**src/rtl/exe_stage.sv**
```systemverilog
// exe_stage: RISC-V execute stage holding the ID/EX register, forwarding muxes, ALU,
// branch/JAL resolution with fetch redirect, and the EXE-to-MEM bus.
module exe_stage #(
    parameter int XLEN = 32
) (
    input  logic            clk,
    input  logic            rstn,
    input  logic            flushE,
    input  logic            bubbleE,
    input  logic [155:0]    id_to_exe_bus,
    input  logic [1:0]      fwd_a_sel,
    input  logic [1:0]      fwd_b_sel,
    input  logic [XLEN-1:0] mem_fwd_data,
    input  logic [XLEN-1:0] wb_fwd_data,
    output logic [104:0]    exe_to_mem_bus,
    output logic            redirect_valid,
    output logic [XLEN-1:0] redirect_pc,
    output logic [4:0]      rs_exe,
    output logic [4:0]      rt_exe,
    output logic [4:0]      rd_exe,
    output logic            reg_w_en_exe,
    output logic            dm_r_en_exe
);
    typedef struct packed {
        logic [XLEN-1:0] pc;
        logic [4:0]      rs;
        logic [4:0]      rt;
        logic [XLEN-1:0] rs_value;
        logic [XLEN-1:0] rt_value;
        logic [4:0]      rd;
        logic            alu_src1_is_pc;
        logic            alu_src2_is_4;
        logic            alu_src2_is_imm;
        logic [1:0]      alu_op;
        logic [XLEN-1:0] imm;
        logic            br_beq;
        logic            br_blt;
        logic            br_bltu;
        logic            br_jal;
        logic            mem_to_reg;
        logic            reg_w_en;
        logic            dm_w_en;
        logic            dm_r_en;
    } id_ex_t;

    id_ex_t          ex_q, ex_d;
    logic [XLEN-1:0] fa, fb, src1, src2, alu_result;
    logic            taken;

    // flush outranks bubble; an all-zero register behaves as a NOP
    always_comb ex_d = flushE ? id_ex_t'('0) : bubbleE ? ex_q : id_ex_t'(id_to_exe_bus);

    always_ff @(posedge clk or negedge rstn) begin
        if (!rstn) ex_q <= '0;
        else       ex_q <= ex_d;
    end

    always_comb begin
        fa = fwd_a_sel == 2'b01 ? mem_fwd_data : fwd_a_sel == 2'b10 ? wb_fwd_data : ex_q.rs_value;
        fb = fwd_b_sel == 2'b01 ? mem_fwd_data : fwd_b_sel == 2'b10 ? wb_fwd_data : ex_q.rt_value;
        src1 = ex_q.alu_src1_is_pc ? ex_q.pc : fa;
        src2 = ex_q.alu_src2_is_4 ? XLEN'(4) : ex_q.alu_src2_is_imm ? ex_q.imm : fb;
        alu_result = ex_q.alu_op == 2'b00 ? src1 + src2 :
                     ex_q.alu_op == 2'b01 ? src1 - src2 :
                     ex_q.alu_op == 2'b10 ? src1 & src2 : src1 | src2;
        taken = ex_q.br_jal | (ex_q.br_beq & (fa == fb)) |
                (ex_q.br_blt & ($signed(fa) < $signed(fb))) | (ex_q.br_bltu & (fa < fb));
    end

    assign redirect_valid = taken;
    assign redirect_pc    = ex_q.pc + ex_q.imm;
    assign exe_to_mem_bus = {ex_q.pc, alu_result, fb, ex_q.rd,
                             ex_q.mem_to_reg, ex_q.reg_w_en, ex_q.dm_w_en, ex_q.dm_r_en};
    assign rs_exe         = ex_q.rs;
    assign rt_exe         = ex_q.rt;
    assign rd_exe         = ex_q.rd;
    assign reg_w_en_exe   = ex_q.reg_w_en;
    assign dm_r_en_exe    = ex_q.dm_r_en;
endmodule

```
**config.mk**
```make
export PLATFORM = sky130hd
export DESIGN_NAME = exe_stage
export DESIGN_NICKNAME = d
export VERILOG_FILES = /design/src/rtl/exe_stage.sv
export SDC_FILE = /design/constraint.sdc
export NUM_CORES = 1
export LEC_CHECK = 0
export ABC_AREA = 1
export BUFFER_PORTS_ARGS = -buffer_cell sky130_fd_sc_hd__buf_2
export CORE_MARGIN = 2
export CORE_UTILIZATION = 25
export DETAILED_ROUTE_END_ITERATION = 10
export SYNTH_ARGS = -nofsm -noshare
export SYNTH_HDL_FRONTEND = slang
export SYNTH_SLANG_ARGS = --single-unit
export TNS_END_PERCENT = 30
```
**constraint.sdc**
```tcl
create_clock -name clk -period 3.78 [get_ports clk]
set_input_delay 0.189 -clock clk [delete_from_list [all_inputs] [get_ports clk]]
set_output_delay 0.189 -clock clk [all_outputs]
set_load 0.01 [all_outputs]
```
==> reports/metrics.yaml <==
status:
  outcome: "completed"
logic_synthesis:
  ys_ff_latch: 156
  synth_xor_area_frac: 0.0173
  synth_compound_area_frac: 0.201
  yosys-mux-area-fraction: 0
  synth.distinct_cells: 45
  yosysTopAreaCell: "dfrtp_1"
  synthCells: 2770
  synth.area.top_cells: "dfrtp_1 23%, nand2_1 14%, ha_1 11%, inv_1 9.0%, nand3_1 8.7%"
  synth_edf_count: 0
  syn_area_per_cell_sq_um: 6.22
  yosysSeqAreaShare: 0.226
  yosys_warnings: 0
  async_flop_share: 1.00
  synthAdderAreaFrac: 0.118
  synth_top_area_share: 0.226
  synthSimpleGateAreaFrac: 0.288
  synth_top_family_by_area: "simple AND/OR/NAND/NOR gates"
  synthesis.nets: 3159
  synthFlopType: "dfrtp_1"
  syn_area_sq_um: 17200
floorplan:
  die_x_microns: 267
  rows: 96
  boundaryPins: 383
  start_util: 0.252
  fp.dieH_microns: 267
  dieArea_sq_um: 71100
  core_area_sq_um: 68500
drt:
  drc_errors: 0
  avgViaCountPerCell: 4.97
  antenna_left: 0
  drtIter0Drc: 1475
  vias: 20690
  wl_microns: 85900
  avgRoutedWirePerCell_microns: 20.6
  dr.pass1.iters: 5
setup_path:
  regToRegSetupSlack_ps: 2680
  arrival_ps: 3470
  crit_type: "reg -> out"
  max_stage_delay_ps: 550
  crit_buf_inv: 4
  crit_required_ps: 3590
  r2r_start: "ex_q[43]"
  start_kind: "flip-flop"
  crit_chain: "clkbuf_4, a21oi_1, o21ai_1, ha_2, buf_4, nand2_1, inv_1, nand2_1, nor2_2, nand4_1, nand4_1, a21oi_1, a21oi_1, buf_2"
  cpLargestDelayFamily: "simple AND/OR/NAND/NOR gates"
  r2r-end: "ex_q[43]"
  crit_top_cell: "a21oi_1"
  critPathCaptureType: "output port"
  crit_slowest_cell: "dfrtp_4"
  critPathMaxFanout: 8
  cp-endpoint: "exe_to_mem_bus[59]"
  worstRegToRegCells: 3
  crit_path_start: "ex_q[43]"
  cp.depth: 14
sta:
  max_clock_freq_mhz: 274
  hold_slack_ps: 7.54
  worst_slack_ps: 124
  relSlewSlack: 0.335
  hold_viol: 0
  finalClockSkew_ps: 0
  min_period_ps: 3660
  timing.final.crit_share: 0.967
  setup_viol_count_final: 0
  slew_viol_final: 0
  max_slew.worst_pin.slew_ps: 997
  rsz0062_at_grt: "true"
clock_tree:
  clkTransAtPathRegs_ps: 90
  h-tree-depth: 4
  clock_latency_ps: 450
  cts_root_buf: "clkbuf_16"
  cts_tree: "built"
  cts_inserted_buffers: 17
  clock-sinks: 156
  clockBufferDepth: 2
global_routing:
  grt_usage: 0.236
  grt_pass1_vias: 19972
  grt_pass1_wl_microns: 125000
  antenna_found_initial: 14
  overflow: 0
  grt_max_degree: 96
job:
  cap_violations: 0
worst_hold_path:
  min_from: "id_to_exe_bus[25]"
  hold_path_class: "in -> reg"
placement:
  dp_hpwl_microns: 70300
  place_inst: 3979
  routabilityCongestion: 1.00
  dp_slack_ps: -171
  io_buffers: 382
  place_area_sq_um: 20400
finish:
  design_area_sq_um: 23000
  fin_cells: 4165
  final_common_cell: "nand2_1"
  drive_gt1_frac: 0.214
  fin_nets: 3652
  area_delta_synth_final_pct: 33.6
  layout.cells.most_common_list: "629 x nand2_1, 413 x inv_1, 380 x buf_2"
pwr:
  power_density_nw_per_um2: 359
  total_power_mw: 8.27
  ir_drop_mv: 0.278
  p_leak_nw: 12.1
## cells in the mapped netlist (4+ instances only)
| cell type | instances |
|---|---|
| nand3_1 | 299 |
| nor2_1 | 181 |
| o211ai_1 | 82 |
| dfrtp_1 | 156 |
| a21oi_1 | 184 |
| buf_2 | 34 |
| buf_1 | 10 |
| nand2_1 | 639 |
| o21bai_1 | 11 |
| a21o_1 | 8 |
| o21ai_0 | 288 |
| nand4_1 | 21 |
| nor3_1 | 25 |
| inv_1 | 415 |
| clkbuf_1 | 83 |
| o21ai_1 | 31 |
| buf_4 | 60 |
| ha_1 | 158 |
| a31oi_1 | 4 |
| nand3b_1 | 5 |
| xnor2_1 | 6 |
| xor2_1 | 28 |
## worst reg2reg max path: cells and delay by family (launching register included)
kind                   cells  cell delay, ps
AOI/OAI and AO/OA          1              90
buffers and inverters      2             330
DFF                        1             550
## worst min-delay path by stage
stage                              endpoint  cells after the start
final                              ex_q[25]                      3
after detailed placement  exe_to_mem_bus[1]                      1
after global routing               ex_q[27]                      3
after floorplan                 dm_r_en_exe                      0
after CTS                          ex_q[25]                      3
after global placement    exe_to_mem_bus[1]                      1
## final cells by class
| cell class | count | area (sq um) |
|---|---|---|
| antenna | 7 | 17.5 |
| clock buffer | 17 | 425 |
| clock inverter | 15 | 204 |
| fill | 7531 | 45400 |
| inverter | 418 | 1580 |
| multi-input combinational | 2005 | 11300 |
| sequential | 156 | 3910 |
| tap | 882 | 1100 |
| timing repair buffer | 665 | 4490 |
## cell families (layout without fill, tap and decap cells)
logic type,Yosys count,count (layout)
adder cells (fa/ha/maj),161,161
AND/OR/NAND/NOR,1182,1182
buffers and inverters,609,1115
flip-flops,156,156
XOR/XNOR,34,34
AO/OA/AOI/OAI,628,628
other,0,7
## power breakdown
part           switching, mW  total (mW)  internal (mW)  leakage [nW]
clock network          0.925        1.84          0.915         0.303
logic                   2.89        4.57           1.67          9.75
registers             0.0974        1.86           1.76          2.07
## through the flow
step           utilization  TNS (ps)
2_1_floorplan            -         0
6_report             0.336         0
3_3_place_gp         0.298      -270
3_5_place_dp         0.298      -378
4_1_cts              0.328     -6.72
5_1_grt              0.336      -147
## per-layer routing
| layer | vias up | wire length (microns) | GRT usage |
|---|---|---|---|
| met5 | - | 35 | 0 |
| met4 | 6 | 3930 | 0.0976 |
| met3 | 159 | 5420 | 0.0359 |
| met2 | 882 | 39100 | 0.387 |
| met1 | 9624 | 37500 | 0.308 |
| li1 | 10019 | - | - |
## timing repair
action,in CTS,in global routing
hold buffers,129,0
pin swaps,0,16
endpoints found under the hold margin,202,0
endpoints found under the setup margin,22,25
buffers inserted,5,13
resized for setup,27,144
## state kept, by name (all words and copies together), names as in the netlist
register,flops
reg_w_en_exe,1
rt_exe,5
rd_exe,5
rs_exe,5
ex_q,105
dm_r_en_exe,1
exe_to_mem_bus,34
(Power assumes the default switching activity.)
